$ cat src/rtl/control_seq_pkg.sv
// rtl/control_seq_pkg.sv - shared opcodes, IR field ranges, states and class type
// Purpose: definitions imported by the control sequencer and its opcode classifier.
// Ports: none (package).
// Optional feature macro: SINGLE_STEP_EN (adds the S_WAIT state).
package control_seq_pkg;

    // Opcodes. 00000..01000 are all three-operand ALU ops.
    localparam logic [4:0] OP_ADD       = 5'b00000;
    localparam logic [4:0] OP_ALU3_LAST = 5'b01000;
    localparam logic [4:0] OP_NOT       = 5'b01001;
    localparam logic [4:0] OP_NEG       = 5'b01010;
    localparam logic [4:0] OP_MUL       = 5'b01011;
    localparam logic [4:0] OP_DIV       = 5'b01100;
    localparam logic [4:0] OP_NOP       = 5'b11110;
    localparam logic [4:0] OP_HALT      = 5'b11111;

    // IR field bit ranges
    localparam int OPC_HI = 31;
    localparam int OPC_LO = 27;
    localparam int RA_HI  = 26;
    localparam int RA_LO  = 23;
    localparam int RB_HI  = 22;
    localparam int RB_LO  = 19;
    localparam int RC_HI  = 18;
    localparam int RC_LO  = 15;

    typedef enum logic [3:0] {
        S_RST  = 4'd0,
        S_T0   = 4'd1,
        S_T1   = 4'd2,
        S_T2   = 4'd3,
        S_T3   = 4'd4,
        S_T4   = 4'd5,
        S_T5   = 4'd6,
        S_T6   = 4'd7,
`ifdef SINGLE_STEP_EN
        S_HLT  = 4'd8,
        S_WAIT = 4'd9
`else
        S_HLT  = 4'd8
`endif
    } state_t;

    // One-hot instruction class
    typedef struct packed {
        logic alu3;
        logic unary;
        logic muldiv;
        logic nop;
        logic halt;
        logic illegal;
    } instr_class_t;

endpackage

$ cat src/rtl/control_seq_if.sv
// rtl/control_seq_if.sv - bus between the control sequencer and the datapath
// Purpose: groups IR/mem_ready from the datapath and every control strobe to it.
// Modports: master = sequencer (drives strobes), slave = datapath side (drives IR, mem_ready).
interface control_seq_if #(
    parameter int OP_W      = 5,
    parameter int REG_SEL_W = 4
);
    logic [31:0]          IR;
    logic                 mem_ready;
    logic                 PCout, Zlowout, Zhighout, MDRout;
    logic                 MARin, PCin, MDRin, IRin, Yin, Zin, LOin, HIin;
    logic                 IncPC, Read;
    logic                 Rout, Rin;
    logic [REG_SEL_W-1:0] rout_sel, rin_sel;
    logic [OP_W-1:0]      op;
    logic                 Run;
    logic                 ill_op;

    modport master (
        input  IR, mem_ready,
        output PCout, Zlowout, Zhighout, MDRout,
        output MARin, PCin, MDRin, IRin, Yin, Zin, LOin, HIin,
        output IncPC, Read, Rout, Rin, rout_sel, rin_sel, op, Run, ill_op
    );

    modport slave (
        output IR, mem_ready,
        input  PCout, Zlowout, Zhighout, MDRout,
        input  MARin, PCin, MDRin, IRin, Yin, Zin, LOin, HIin,
        input  IncPC, Read, Rout, Rin, rout_sel, rin_sel, op, Run, ill_op
    );
endinterface

$ cat src/rtl/control_seq_instr_class.sv
// rtl/control_seq_instr_class.sv - combinational opcode to one-hot instruction class
// Purpose: classify IR opcode for the sequencer's next-state and output decode.
// Ports: opcode (in, 5) ; cls (out, instr_class_t one-hot).
module control_seq_instr_class
    import control_seq_pkg::*;
(
    input  logic [4:0]   opcode,
    output instr_class_t cls
);
    always_comb begin
        cls = '0;
        if (opcode <= OP_ALU3_LAST) begin
            cls.alu3 = 1'b1;
        end else begin
            case (opcode)
                OP_NOT, OP_NEG: cls.unary   = 1'b1;
                OP_MUL, OP_DIV: cls.muldiv  = 1'b1;
                OP_NOP:         cls.nop     = 1'b1;
                OP_HALT:        cls.halt    = 1'b1;
                default:        cls.illegal = 1'b1;
            endcase
        end
    end
endmodule

$ cat src/rtl/control_seq.sv
// rtl/control_seq.sv - fetch/decode/execute control sequencer for data_path
// Purpose: Moore FSM stepping T-states per instruction class and driving datapath strobes.
// Ports: Clock (in), clear (in, sync active-high reset), bus (control_seq_if.master:
//        IR/mem_ready in; bus drivers, register loads, IncPC, Read, Rout/Rin + selects,
//        op, Run, ill_op out), step (in, only when SINGLE_STEP_EN is defined).
// Optional feature macro: SINGLE_STEP_EN - parks in WAIT after each instruction until step.
module control_seq
    import control_seq_pkg::*;
#(
    parameter int OP_W      = 5,
    parameter int REG_SEL_W = 4
) (
    input logic           Clock,
    input logic           clear,
`ifdef SINGLE_STEP_EN
    input logic           step,
`endif
    control_seq_if.master bus
);

    // Where execute finishes and where reset releases to
`ifdef SINGLE_STEP_EN
    localparam state_t DONE_ST = S_WAIT;
`else
    localparam state_t DONE_ST = S_T0;
`endif

    state_t       state_q, state_d;
    instr_class_t cls;

    logic [4:0] opcode;
    logic [3:0] ra, rb, rc;
    logic       unused_ir_bits;

    assign opcode = bus.IR[OPC_HI:OPC_LO];
    assign ra     = bus.IR[RA_HI:RA_LO];
    assign rb     = bus.IR[RB_HI:RB_LO];
    assign rc     = bus.IR[RC_HI:RC_LO];
    assign unused_ir_bits = ^bus.IR[RC_LO-1:0];

    control_seq_instr_class u_instr_class (
        .opcode (opcode),
        .cls    (cls)
    );

    always_ff @(posedge Clock) begin
        if (clear) state_q <= S_RST;
        else       state_q <= state_d;
    end

    always_comb begin
        state_d      = state_q;
        bus.PCout    = 1'b0;
        bus.Zlowout  = 1'b0;
        bus.Zhighout = 1'b0;
        bus.MDRout   = 1'b0;
        bus.MARin    = 1'b0;
        bus.PCin     = 1'b0;
        bus.MDRin    = 1'b0;
        bus.IRin     = 1'b0;
        bus.Yin      = 1'b0;
        bus.Zin      = 1'b0;
        bus.LOin     = 1'b0;
        bus.HIin     = 1'b0;
        bus.IncPC    = 1'b0;
        bus.Read     = 1'b0;
        bus.Rout     = 1'b0;
        bus.Rin      = 1'b0;
        bus.rout_sel = '0;
        bus.rin_sel  = '0;
        bus.op       = '0;
        bus.Run      = 1'b1;
        bus.ill_op   = 1'b0;

        case (state_q)
            S_RST: state_d = DONE_ST;

            // Z <= PC + 1 while MAR <= PC
            S_T0: begin
                bus.PCout = 1'b1;
                bus.MARin = 1'b1;
                bus.IncPC = 1'b1;
                bus.Zin   = 1'b1;
                state_d   = S_T1;
            end

            // Held until memory data is valid; re-loading PC from an unchanged Z is benign
            S_T1: begin
                bus.Zlowout = 1'b1;
                bus.PCin    = 1'b1;
                bus.Read    = 1'b1;
                bus.MDRin   = 1'b1;
                if (bus.mem_ready) state_d = S_T2;
            end

            S_T2: begin
                bus.MDRout = 1'b1;
                bus.IRin   = 1'b1;
                state_d    = S_T3;
            end

            S_T3: begin
                if (cls.alu3) begin
                    bus.Rout     = 1'b1;
                    bus.rout_sel = REG_SEL_W'(rb);
                    bus.Yin      = 1'b1;
                    state_d      = S_T4;
                end else if (cls.unary) begin
                    bus.Rout     = 1'b1;
                    bus.rout_sel = REG_SEL_W'(rb);
                    bus.op       = OP_W'(opcode);
                    bus.Zin      = 1'b1;
                    state_d      = S_T4;
                end else if (cls.muldiv) begin
                    bus.Rout     = 1'b1;
                    bus.rout_sel = REG_SEL_W'(ra);
                    bus.Yin      = 1'b1;
                    state_d      = S_T4;
                end else if (cls.halt) begin
                    state_d      = S_HLT;
                end else if (cls.nop || cls.illegal) begin
                    bus.ill_op   = cls.illegal;
                    state_d      = DONE_ST;
                end else begin
                    state_d      = DONE_ST;
                end
            end

            S_T4: begin
                if (cls.alu3 || cls.muldiv) begin
                    bus.Rout     = 1'b1;
                    bus.rout_sel = cls.alu3 ? REG_SEL_W'(rc) : REG_SEL_W'(rb);
                    bus.op       = OP_W'(opcode);
                    bus.Zin      = 1'b1;
                    state_d      = S_T5;
                end else if (cls.unary) begin
                    bus.Zlowout  = 1'b1;
                    bus.Rin      = 1'b1;
                    bus.rin_sel  = REG_SEL_W'(ra);
                    state_d      = DONE_ST;
                end else begin
                    state_d      = DONE_ST;
                end
            end

            S_T5: begin
                if (cls.alu3) begin
                    bus.Zlowout = 1'b1;
                    bus.Rin     = 1'b1;
                    bus.rin_sel = REG_SEL_W'(ra);
                    state_d     = DONE_ST;
                end else if (cls.muldiv) begin
                    bus.Zlowout = 1'b1;
                    bus.LOin    = 1'b1;
                    state_d     = S_T6;
                end else begin
                    state_d     = DONE_ST;
                end
            end

            S_T6: begin
                bus.Zhighout = 1'b1;
                bus.HIin     = 1'b1;
                state_d      = DONE_ST;
            end

            // Only clear leaves HLT
            S_HLT: bus.Run = 1'b0;

`ifdef SINGLE_STEP_EN
            S_WAIT: begin
                if (step) state_d = S_T0;
            end
`endif

            default: state_d = S_RST;
        endcase
    end

endmodule

$ cat src/flat_wrapper.sv
// flat-port wrapper written by rule: the top's interface ports become plain ports
module control_seq_flat import control_seq_pkg::*;
#(
    parameter int OP_W      = 5,
    parameter int REG_SEL_W = 4
)
  (Clock, clear, bus_IR, bus_mem_ready, bus_PCout, bus_Zlowout, bus_Zhighout, bus_MDRout, bus_MARin, bus_PCin, bus_MDRin, bus_IRin, bus_Yin, bus_Zin, bus_LOin, bus_HIin, bus_IncPC, bus_Read, bus_Rout, bus_Rin, bus_rout_sel, bus_rin_sel, bus_op, bus_Run, bus_ill_op);
  control_seq_if #(.OP_W(OP_W), .REG_SEL_W(REG_SEL_W)) bus_i ();
  input logic Clock;
  input logic clear;
  input wire logic [$bits(bus_i.IR)-1:0] bus_IR;
  input wire logic [$bits(bus_i.mem_ready)-1:0] bus_mem_ready;
  output wire logic [$bits(bus_i.PCout)-1:0] bus_PCout;
  output wire logic [$bits(bus_i.Zlowout)-1:0] bus_Zlowout;
  output wire logic [$bits(bus_i.Zhighout)-1:0] bus_Zhighout;
  output wire logic [$bits(bus_i.MDRout)-1:0] bus_MDRout;
  output wire logic [$bits(bus_i.MARin)-1:0] bus_MARin;
  output wire logic [$bits(bus_i.PCin)-1:0] bus_PCin;
  output wire logic [$bits(bus_i.MDRin)-1:0] bus_MDRin;
  output wire logic [$bits(bus_i.IRin)-1:0] bus_IRin;
  output wire logic [$bits(bus_i.Yin)-1:0] bus_Yin;
  output wire logic [$bits(bus_i.Zin)-1:0] bus_Zin;
  output wire logic [$bits(bus_i.LOin)-1:0] bus_LOin;
  output wire logic [$bits(bus_i.HIin)-1:0] bus_HIin;
  output wire logic [$bits(bus_i.IncPC)-1:0] bus_IncPC;
  output wire logic [$bits(bus_i.Read)-1:0] bus_Read;
  output wire logic [$bits(bus_i.Rout)-1:0] bus_Rout;
  output wire logic [$bits(bus_i.Rin)-1:0] bus_Rin;
  output wire logic [$bits(bus_i.rout_sel)-1:0] bus_rout_sel;
  output wire logic [$bits(bus_i.rin_sel)-1:0] bus_rin_sel;
  output wire logic [$bits(bus_i.op)-1:0] bus_op;
  output wire logic [$bits(bus_i.Run)-1:0] bus_Run;
  output wire logic [$bits(bus_i.ill_op)-1:0] bus_ill_op;
  assign bus_i.IR = bus_IR;
  assign bus_i.mem_ready = bus_mem_ready;
  assign bus_PCout = bus_i.PCout;
  assign bus_Zlowout = bus_i.Zlowout;
  assign bus_Zhighout = bus_i.Zhighout;
  assign bus_MDRout = bus_i.MDRout;
  assign bus_MARin = bus_i.MARin;
  assign bus_PCin = bus_i.PCin;
  assign bus_MDRin = bus_i.MDRin;
  assign bus_IRin = bus_i.IRin;
  assign bus_Yin = bus_i.Yin;
  assign bus_Zin = bus_i.Zin;
  assign bus_LOin = bus_i.LOin;
  assign bus_HIin = bus_i.HIin;
  assign bus_IncPC = bus_i.IncPC;
  assign bus_Read = bus_i.Read;
  assign bus_Rout = bus_i.Rout;
  assign bus_Rin = bus_i.Rin;
  assign bus_rout_sel = bus_i.rout_sel;
  assign bus_rin_sel = bus_i.rin_sel;
  assign bus_op = bus_i.op;
  assign bus_Run = bus_i.Run;
  assign bus_ill_op = bus_i.ill_op;
  control_seq #(.OP_W(OP_W), .REG_SEL_W(REG_SEL_W)) u_core (.Clock(Clock), .clear(clear), .bus(bus_i));
endmodule
$ cat config.mk
export PLATFORM = sky130hd
export DESIGN_NAME = control_seq_flat
export DESIGN_NICKNAME = d
export VERILOG_FILES = /design/src/rtl/control_seq_pkg.sv /design/src/rtl/control_seq_if.sv /design/src/rtl/control_seq_instr_class.sv /design/src/rtl/control_seq.sv /design/src/flat_wrapper.sv
export SDC_FILE = /design/constraint.sdc
export NUM_CORES = 1
export LEC_CHECK = 0
export CAP_MARGIN = 20
export CORE_ASPECT_RATIO = 1.25
export CORE_MARGIN = 3
export CORE_UTILIZATION = 33
export DETAILED_ROUTE_END_ITERATION = 10
export PLACE_DENSITY = 0.92
export SYNTH_ARGS = -nofsm -noshare
export SYNTH_HDL_FRONTEND = slang
export SYNTH_SLANG_ARGS = --single-unit
$ cat constraint.sdc
create_clock -name Clock -period 4.8 [get_ports Clock]
set_input_delay 0.96 -clock Clock [delete_from_list [all_inputs] [get_ports Clock]]
set_output_delay 0.96 -clock Clock [all_outputs]
set_load 0.005 [all_outputs]
==> metrics.md <==
| Metric | Value |
|---|---|
| Status | finished, final reports clean |
| HPWL reported at the end of detailed placement | 1.894 mm |
| Sink Count | 4 |
| Total power per unit cell area | 140.5 nW/um^2 |
| Area added between synthesis and finish | 61.34% |
| Worst reg2reg path endpoint | u_core.state_q[2] |
| Gr usage total | 17.67% |
| Insertion delay of the later-clocked pin in the worst-skew pair | 0.23 ns |
| Number of nets in the layout | 173 |
| Async SR Flop Fraction | 0% |
| Setup TNS | 0 ns |
| Number of failing hold endpoints at the final stage | 0 |
| Number of antenna-violating nets in the routed design | 0 |
| Number of enable-type register cells in the synthesized netlist | 0 |
| Setup Skew | 0.001987 ns |
| Largest registers | u_core.state_q: 4 flops |
| Avg WL per Cell | 14.47 um |
| Cell with the largest stage delay on the worst path | sky130_fd_sc_hd__clkdlybuf4s50_1 |
| Starting utilization of the core area | 35.52% |
| Sw Share | 31.22% |
| Top cell type's share of synthesized area | 11.25% |
| Synthesized netlist cell count | 98 |
| Overall power of the completed layout | 161.3 uW |
| Register-to-register setup slack | 3.33 ns |
| DRC marker count from the first detailed-route iteration | 14 |
| 1st-pass router iterations | 2 |
| Reg area | 80.08 sq um |
| Number of filler cells placed in the layout | 196 |
| Crit path cell chain | clkdlybuf4s50_1 -> xnor2_1 -> or4_4 -> a211oi_4 -> and2_1 -> clkdlybuf4s50_1 |
| RSZ-0062 raised after global routing | no |
| Peak VDD IR | 0.06452 mV |
| Overall die height | 57.93 um |
| FP Rows | 18 |
| Startpoint of the worst hold path | u_core.state_q[1] |
| H-tree depth reported by CTS | 1 |
| Total die area | 2754 sq um |
| Most repeated library cell on the critical path | sky130_fd_sc_hd__clkdlybuf4s50_1 |
| Max reg flops | 4 |
| TritonCTS clock tree | built |
| PortBufs | 49 |
| Number of setup buffers added after CTS | 0 |
| Largest area contributor in the synthesized netlist | sky130_fd_sc_hd__dfxtp_1 |
| Cell depth of the worst flop-to-flop path | 4 |
| Internal power | 111.0 uW |
| Part of the total power dissipated in sequential elements | 27.0% |
| Number of instances in the placed design | 153 |
| Share of final-layout standard cells stronger than drive strength 1 | 8.088% |
| Capture endpoint of the worst hold path | u_core.state_q[0] |
| Portion of total power attributed to combinational logic | 47.4% |
| Root buffer cell | sky130_fd_sc_hd__clkbuf_4 |
| First-pass GRT wire length | 3.560 mm |
| Aggregate global routing overflow | 0 |
| CTS buffer count | 3 |
| Vias in the first global route | 865 |
| Maximum number of pins on one net before global-route repair | 13 |
| Mapped cell area | 711.9 sq um |
| Sequential fraction of the synthesis area | 11.25% |
| Final critical-path setup slack | 0.5350 ns |
| Routability Congestion | 0.8920 |
| Clk pwr share | 25.6% |
| IO Pins | 66 |
| Worst setup SP type | primary input |
| Post-Place Worst Slack | 0.5497 ns |
| Shortest clock period the worst path allows after layout | 4.265 ns |
| Pleak | 0.0004202 uW |
| Clock transition at the register clock pins on the worst setup and hold paths after CTS | 0.04 ns |
| Die width | 47.55 um |
| Data arrival time of the critical path | 3.30 ns |
| Total number of vias | 870 |
| Number of instances resized during post-cts repair | 0 |
| Post-route clock period utilization | 88.85% |
| Category of the most critical setup path | in2out |
| Distinct cell type count of the synthesized netlist | 44 |
| DRC viols | 0 |
| Core region area | 2004 sq um |
| Top cells by area, synth | sky130_fd_sc_hd__dfxtp_1, sky130_fd_sc_hd__and2_1, sky130_fd_sc_hd__buf_4, sky130_fd_sc_hd__a221o_1, sky130_fd_sc_hd__nand2b_1 |
| Avg Inst Size Synth | 7.265 sq um |
| Maximum frequency from static timing analysis | 234.5 MHz |
| Startpoint of the most critical register-to-register path | u_core.state_q[2] |
| Number of flip-flops and latches in the synthesized netlist | 4 |
| Final non-filler cell total | 156 |
| Ys flop type | sky130_fd_sc_hd__dfxtp_1 |
| Switching Power | 50.36 uW |
| Total of warnings raised by yosys | 0 |
| Final wirelength | 2.258 mm |
| Worst Path Max Fanout | 10 |
| Worst hold margin | 0.6403 ns |
| Number of antenna violations at the first check in global routing | 0 |
| Count of inserted antenna diode cells | 0 |
| Count of hold-fix buffers inserted at cts | 0 |
| Stage delay of the slowest cell on the critical path | 0.68 ns |
| Maxcap violations | 0 |
| Max Transition Viols Final | 0 |
| Critical path required time | 3.84 ns |
| Via count normalized by instance count | 5.577 |
| Register containing the most flip-flops in the final layout | u_core.state_q |
| Classification of the worst-slack hold path | reg2reg |
| Endpoint type of the worst setup path | output port |
| WHS Path Cells | 2 |
| Nets in the synthesized netlist | 133 |
| Bufs on Longest Clock Path | 2 |
| Footprint of the multi-input gates | 523.0 sq um |
| Final setup fails | 0 |
[synthesized netlist by cell type, drive strengths merged (2+ instances only)]
cell type,count
nor3b,4
a211oi,2
or3,2
nand2b,5
o21ai,3
nand2,4
a221o,4
clkbuf,3
a21oi,4
nor2b,3
nor3,3
buf,11
nor2,8
o21a,3
dfxtp,4
a21boi,2
inv,2
and2,12
[how the worst max path moves through the flow]
stage | start | endpoint | slack (ns) | cells after the start
after CTS | bus_IR[28] | bus_rin_sel[0] | 0.54 | 6
after global routing | bus_IR[28] | bus_rin_sel[3] | 0.39 | 6
after detailed placement | bus_IR[28] | bus_rin_sel[0] | 0.55 | 6
after global placement | bus_IR[28] | bus_rin_sel[2] | 0.58 | 6
final | bus_IR[28] | bus_rin_sel[0] | 0.54 | 6
after floorplan | bus_IR[28] | bus_rin_sel[0] | 1.69 | 5
[placed cells by master (no fill, tap or decap), types with 4 or more instances in the layout]
master | Yosys | routed
sky130_fd_sc_hd__clkdlybuf4s50_1 | 0 | 49
sky130_fd_sc_hd__and2_1 | 11 | 11
sky130_fd_sc_hd__nor2_1 | 8 | 8
sky130_fd_sc_hd__nand2b_1 | 5 | 5
sky130_fd_sc_hd__nor3b_1 | 4 | 4
sky130_fd_sc_hd__nand2_1 | 4 | 4
sky130_fd_sc_hd__a21oi_1 | 4 | 4
sky130_fd_sc_hd__a221o_1 | 4 | 4
sky130_fd_sc_hd__dfxtp_1 | 4 | 4
[routing by layer]
metal  part of all wire [%]  GRT usage [%]  routed length, um  vias to the layer above
li1                       -              -                  -                      420
met1                     39          18.98                876                      405
met2                     51          30.08               1158                       43
met3                    9.5          7.143                215                        2
met4                   0.40          6.154                  9                        0
met5                      0              0                  0                        -
[layout make-up]
class,count,share of cell area [%]
Tap cell,20,2.179
Inverter,2,0.6536
Sequential cell,4,6.972
Multi-Input combinational cell,78,45.53
Timing Repair Buffer,49,42.70
Clock buffer,3,1.961
[stage by stage]
stage	cell area, sq um	utilization, %
global route	1149	57.30
detailed placement	1126	56.18
floorplan	711.9	-
finish	1149	57.30
global placement	1126	56.18
CTS	1149	57.30
[cell families after synthesis]
family                 count (synthesis)  synth area share, %
XOR/XNOR                               1                1.230
AO/OA/AOI/OAI                         27                30.41
AND/OR/NAND/NOR                       49                41.30
flip-flops                             4                11.25
other                                  1               0.5267
buffers and inverters                 16                15.29
[critical path, delay by kind of cell]
kind	cells	cell delay [ns]
compound gates	1	0.29
xor+xnor	1	0.15
buf+inv	2	1.18
simple gates	2	0.72
[power by group through the flow]
stage               registers [uW]  clock network (uW)  logic, uW
finish                        43.6                41.2       76.5
global route                  44.3                47.0       84.1
CTS                           43.7                42.9       77.2
detailed placement            44.2                   0       76.9
global placement              43.6                   0       75.8
floorplan                     37.6                   0       48.2
Power figures use the tool's default switching activity.
